**config.mk**
```make
export PLATFORM = sky130hd
export DESIGN_NAME = result_bcd
export DESIGN_NICKNAME = d
export VERILOG_FILES = /design/src/rtl/result_bcd_pkg.sv /design/src/rtl/result_bcd_seg7.sv /design/src/rtl/result_bcd.sv
export SDC_FILE = /design/constraint.sdc
export NUM_CORES = 1
export LEC_CHECK = 0
export ABC_AREA = 0
export CAP_MARGIN = 15
export CORE_UTILIZATION = 53
export DETAILED_ROUTE_END_ITERATION = 8
export GPL_ROUTABILITY_DRIVEN = 0
export PLACE_DENSITY = 0.88
export SYNTH_ARGS = -nofsm -noshare
export SYNTH_HDL_FRONTEND = slang
export SYNTH_SLANG_ARGS = --single-unit
```
**constraint.sdc**
```tcl
create_clock -name clk -period 2.2 [get_ports clk]
set_clock_uncertainty 0.05 [all_clocks]
set_input_delay 0.33 -clock clk [delete_from_list [all_inputs] [get_ports clk]]
set_output_delay 0.33 -clock clk [all_outputs]
set_load 0.05 [all_outputs]
```
**src/rtl/result_bcd_pkg.sv**
```systemverilog
// result_bcd_pkg: shared definitions for the Booth result display path.
// Holds the FSM state encoding, default product/digit sizing and the
// 7-segment glyph table (active-high, bit order gfedcba).
package result_bcd_pkg;

   localparam int unsigned WIDTH_DEF  = 6;
   localparam int unsigned DIGITS_DEF = 2;
   localparam int unsigned SEG_W      = 7;

   typedef enum logic [1:0] {
      IDLE = 2'd0,
      CONV = 2'd1,
      DONE = 2'd2
   } state_t;

   localparam logic [SEG_W-1:0] SEG_0     = 7'h3F;
   localparam logic [SEG_W-1:0] SEG_1     = 7'h06;
   localparam logic [SEG_W-1:0] SEG_2     = 7'h5B;
   localparam logic [SEG_W-1:0] SEG_3     = 7'h4F;
   localparam logic [SEG_W-1:0] SEG_4     = 7'h66;
   localparam logic [SEG_W-1:0] SEG_5     = 7'h6D;
   localparam logic [SEG_W-1:0] SEG_6     = 7'h7D;
   localparam logic [SEG_W-1:0] SEG_7     = 7'h07;
   localparam logic [SEG_W-1:0] SEG_8     = 7'h7F;
   localparam logic [SEG_W-1:0] SEG_9     = 7'h6F;
   localparam logic [SEG_W-1:0] SEG_BLANK = 7'h00;

endpackage

```
**src/rtl/result_bcd_seg7.sv**
```systemverilog
// bcd_seg7: combinational BCD digit to 7-segment decoder.
// Ports: digit - 4-bit BCD code; seg_c - active-high segments gfedcba.
// Codes above 9 produce a blank glyph.
module bcd_seg7
   import result_bcd_pkg::*;
(
   input  logic [3:0]       digit,
   output logic [SEG_W-1:0] seg_c
);

   always_comb begin
      seg_c = SEG_BLANK;
      case (digit)
         4'd0:    seg_c = SEG_0;
         4'd1:    seg_c = SEG_1;
         4'd2:    seg_c = SEG_2;
         4'd3:    seg_c = SEG_3;
         4'd4:    seg_c = SEG_4;
         4'd5:    seg_c = SEG_5;
         4'd6:    seg_c = SEG_6;
         4'd7:    seg_c = SEG_7;
         4'd8:    seg_c = SEG_8;
         4'd9:    seg_c = SEG_9;
         default: seg_c = SEG_BLANK;
      endcase
   end

endmodule

```
**src/rtl/result_bcd.sv**
```systemverilog
// result_bcd: captures the signed Booth product on a rising edge of fin and
// converts its magnitude to packed BCD with a shift-add-3 loop.
// Optional build macro RESULT_BCD_SEG7_EN adds 7-segment outputs.
// Ports:
//   clk        - system clock, rising edge
//   reset      - asynchronous active-low reset
//   Result_mul - signed product, sampled on a fin rising edge
//   fin        - multiplier completion (level or pulse)
//   sign       - 1 = negative product
//   bcd        - packed BCD magnitude, digit 0 in [3:0]
//   valid      - one-cycle pulse when sign/bcd update
//   busy       - high while a conversion is running
//   seg        - (RESULT_BCD_SEG7_EN) gfedcba per digit, digit 0 in [6:0]
//   seg_minus  - (RESULT_BCD_SEG7_EN) mirrors sign
module result_bcd
   import result_bcd_pkg::*;
#(
   parameter int unsigned WIDTH  = WIDTH_DEF,
   parameter int unsigned DIGITS = DIGITS_DEF
)(
   input  logic                  clk,
   input  logic                  reset,
   input  logic [WIDTH-1:0]      Result_mul,
   input  logic                  fin,
   output logic                  sign,
   output logic [4*DIGITS-1:0]   bcd,
   output logic                  valid,
   output logic                  busy
`ifdef RESULT_BCD_SEG7_EN
  ,output logic [SEG_W*DIGITS-1:0] seg,
   output logic                  seg_minus
`endif
);

   localparam int unsigned BCD_W = 4 * DIGITS;
   localparam int unsigned CNT_W = $clog2(WIDTH + 1);

   state_t             state, state_nxt;
   logic               fin_d;
   logic               fin_rise_c;
   logic               s_q;
   logic [WIDTH-1:0]   mag;
   logic [BCD_W-1:0]   scratch;
   logic [BCD_W-1:0]   adj_c;
   logic [CNT_W-1:0]   cnt;
   logic               last_shift_c;

   assign fin_rise_c   = fin & ~fin_d;
   assign last_shift_c = (cnt == CNT_W'(1));

   // Add 3 to every scratch digit >= 5 ahead of the shift.
   always_comb begin
      adj_c = scratch;
      for (int i = 0; i < int'(DIGITS); i++) begin
         if (scratch[4*i +: 4] >= 4'd5)
            adj_c[4*i +: 4] = scratch[4*i +: 4] + 4'd3;
      end
   end

   // State register.
   always_ff @(posedge clk or negedge reset) begin
      if (!reset) state <= IDLE;
      else        state <= state_nxt;
   end

   // Next-state logic.
   always_comb begin
      state_nxt = state;
      case (state)
         IDLE:    if (fin_rise_c)   state_nxt = CONV;
         CONV:    if (last_shift_c) state_nxt = DONE;
         DONE:    state_nxt = IDLE;
         default: state_nxt = IDLE;
      endcase
   end

   // Edge detector; fin_d resets high so a level still asserted at
   // reset release is not mistaken for a new completion.
   always_ff @(posedge clk or negedge reset) begin
      if (!reset) fin_d <= 1'b1;
      else        fin_d <= fin;
   end

   // Conversion datapath and registered outputs.
   always_ff @(posedge clk or negedge reset) begin
      if (!reset) begin
         s_q     <= 1'b0;
         mag     <= '0;
         scratch <= '0;
         cnt     <= '0;
         sign    <= 1'b0;
         bcd     <= '0;
         valid   <= 1'b0;
         busy    <= 1'b0;
      end else begin
         valid <= 1'b0;
         case (state)
            IDLE: begin
               if (fin_rise_c) begin
                  s_q     <= Result_mul[WIDTH-1];
                  // WIDTH-bit unsigned negate maps -2^(WIDTH-1) onto 2^(WIDTH-1).
                  mag     <= Result_mul[WIDTH-1] ? WIDTH'(~Result_mul + WIDTH'(1))
                                                 : Result_mul;
                  scratch <= '0;
                  cnt     <= CNT_W'(WIDTH);
                  busy    <= 1'b1;
               end
            end
            CONV: begin
               scratch <= {adj_c[BCD_W-2:0], mag[WIDTH-1]};
               mag     <= {mag[WIDTH-2:0], 1'b0};
               cnt     <= cnt - CNT_W'(1);
            end
            DONE: begin
               sign  <= s_q;
               bcd   <= scratch;
               valid <= 1'b1;
               busy  <= 1'b0;
            end
            default: ;
         endcase
      end
   end

`ifdef RESULT_BCD_SEG7_EN
   logic [SEG_W*DIGITS-1:0] seg_c;

   for (genvar g = 0; g < int'(DIGITS); g++) begin : g_seg
      bcd_seg7 u_seg (
         .digit (scratch[4*g +: 4]),
         .seg_c (seg_c[SEG_W*g +: SEG_W])
      );
   end

   // Segment register loads alongside bcd.
   always_ff @(posedge clk or negedge reset) begin
      if (!reset)              seg <= '0;
      else if (state == DONE)  seg <= seg_c;
   end

   assign seg_minus = sign;
`endif

endmodule
```
==> summary.txt <==
Clocking
  – # Post-CTS Setup Buffers: 0
  – Htree depth: 2
  – TritonCTS clock tree: done
  – Clock root buffer: clkbuf_4
  – Hold Buf Count CTS: 0
  – Clock Sink Count: 32
  – Maximum buffer depth of the clock tree: 2
  – Worst-Skew Late Latency: 340 ps
  – Post_cts resized: 0
  – CTS buffer count: 5
  – Clock-pin slew on the worst setup and hold paths: 110 ps

Place
  – DP HPWL: approximately 1900 um
  – I/O Buffers: 19
  – Placed cell areas: about 1700 sq um

Worst setup path
  – Crit path arrival time: 2110 ps
  – Critical Path Start Type: flop
  – CP required: ~2400 ps
  – Critical Path Fanout Max: 14
  – CP Class: flop to flop
  – Endpoint type of the worst setup path: flop
  – Flop2flop setup slack: about 280 ps

Routing
  – Drt drc: 0
  – Final ANT Viol Nets: 0
  – Per-cell routed wire length: 13.94 um
  – Vias/cell: 5.684
  – Initial drt markers: 33
  – Vias after detailed routing: 1097
  – First-pass iteration count of the detailed router: 4
  – WL final: ~2700 um

Outcome
  – Run status: complete, no violations

Logic synthesis
  – Seq/Total Area, Yosys: 0.5320
  – Synthesized Nets: 157
  – Post-Syn Area: 1508 sq um
  – Flops & latches, synth: 32
  – Synth Area per Inst: 10.69 sq um
  – Yosys cell types: 33
  – Synth Flop Type: dfrtp_1
  – Cells after synthesis: 141
  – FFs w/ async S/R, synth: 1.000
  – Post-synth EDFFs: 0
  – Yosys Warn Count: 0

Timing
  – Final Hold Fails: 0
  – Finish-stage setup viols: 0
  – Fmax: between 500 and 600 MHz
  – Fin crit share: 0.8726
  – Crit path time final: 1920 ps
  – Setup tns final: 0 ps
  – Worst slew pin tran: approximately 840 ps
  – Fin. max-slew vios: 0
  – RSZ-0062 raised after global routing: no
  – Slew HR: 0.4413

Pwr
  – Total Power: approximately 2600 uW
  – Power Density: 1461 nW/um^2
  – P_leak: 0.0008240 uW
  – VDD IR max: about 0.0011 V

Global routing
  – Overall Global Routing Usage: 0.2095
  – Gr ovfl total: 0
  – Vias in the first global route: 1152
  – Initial antenna violation count: 0
  – Global-route wire length before repair: around 5000 um
  – Largest net degree at the start of global routing: 33

Final layout
  – Most common cell after layout, fill and taps aside: dfrtp_1
  – Post-layout util: 0.6918
  – Fin area: 1792 sq um
  – Commonest cells after routing, fill and taps aside: dfrtp_1 (31), clkdlybuf4s50_1 (19), nand2_1 (15)
  – Share of cells above drive strength 1: 0.1166
  – Layout area overhead: 18.84%
  – Antenna cell count: 0
  – Nets: 178

Floorplan
  – Die H: around 55 um
  – Initial core utilization: 0.5821
  – Core area: approximately 2600 sq um
  – Cell Rows: 18
  – IO Pins: 20
  – Die area: just over 3000 sq um
  – Chip Width: 55.34 um

Job
  – Max-Cap Viols: 0

Worst hold path
  – HP Class: primary input to asynchronous set/reset pin
## cells in the mapped netlist, types with 4 or more instances
cell type	n	area, sq um
inv_1	9	33.78
dfrtp_1	31	775.7
mux2_2	6	67.56
xnor2_1	4	35.03
o21ai_0	13	65.06
o21ai_1	4	20.02
nand3_1	10	50.05
nand2b_1	4	25.02
ha_1	7	87.58
buf_2	4	20.02
nand2_1	15	56.30
## sequential cells by signal, indices dropped and copies added (netlist names)
register,flops
fin_d,1
scratch,8
cnt,3
bcd,8
busy,1
mag,6
s_q,1
state,2
valid,1
sign,1
## area by class of cell
class / count / area (sq um)
repair buffers: 21 / 205.2
clock buffers: 5 / 37.54
inverters: 9 / 33.78
well taps: 30 / 37.54
fillers: 194 / 798.3
clock inverters: 3 / 42.54
multi-input cells: 93 / 633.1
flip-flops and latches: 32 / 802.0
## metrics by stage
step,hold slack (ps),setup WS [ps],cells
final,328.6,280.3,193
after global placement,407.8,215.8,185
after global routing,348.6,65.36,193
after detailed placement,406.0,149.2,185
after CTS,333.4,280.6,193
after floorplan,-15.59,634.1,141
## report_power, final
part	leakage, uW	switching, uW	internal, uW	total (uW)
combinational	0.000375	743	447	1190
sequential	0.000408	164	821	986
clock	0.0000412	205	237	442
total	0.000824	1110	1510	2620
## logic make-up (layout without fill, tap and decap cells)
kind of cell,after synthesis,count (layout),synth area share
AND/OR/NAND/NOR,42,42,0.1502
XOR/XNOR,6,6,0.03485
multiplexers,7,7,0.05145
AO/OA/AOI/OAI,31,31,0.1253
adder cells (fa/ha/maj),7,7,0.05809
flip-flops,32,32,0.5320
buffers and inverters,16,38,0.04813
## critical path, stage by stage (launching register included)
cell and delay [ps]:
dfrtp_1 430, nor2b_1 700, nor2_1 290, a221o_1 350
## final timing paths
kind,start,to,cells past startpoint
setup / recovery,state[0]$_DFFE_PN0P_,mag[1]$_DFFE_PN0P_,3
hold / removal,reset,bcd[6]$_DFFE_PN0P_,2
setup reg to reg,state[0]$_DFFE_PN0P_,mag[1]$_DFFE_PN0P_,3
hold reg to reg,mag[5]$_DFFE_PN0P_,mag[5]$_DFFE_PN0P_,2
max in group asynchronous,reset,fin_d$_DFF_PN1_,2
min in group clk,fin,fin_d$_DFF_PN1_,1
## metal layers
layer	global-route usage	wire length (um)	vias to the layer above	share of wire
li1	-	-	526	-
met1	0.2335	1162	532	0.43
met2	0.3597	1339	29	0.50
met3	0.06792	126	10	0.047
met4	0.1000	61	0	0.023
met5	0	0	-	0
Note: power is estimated with default switching activity, not from simulation.
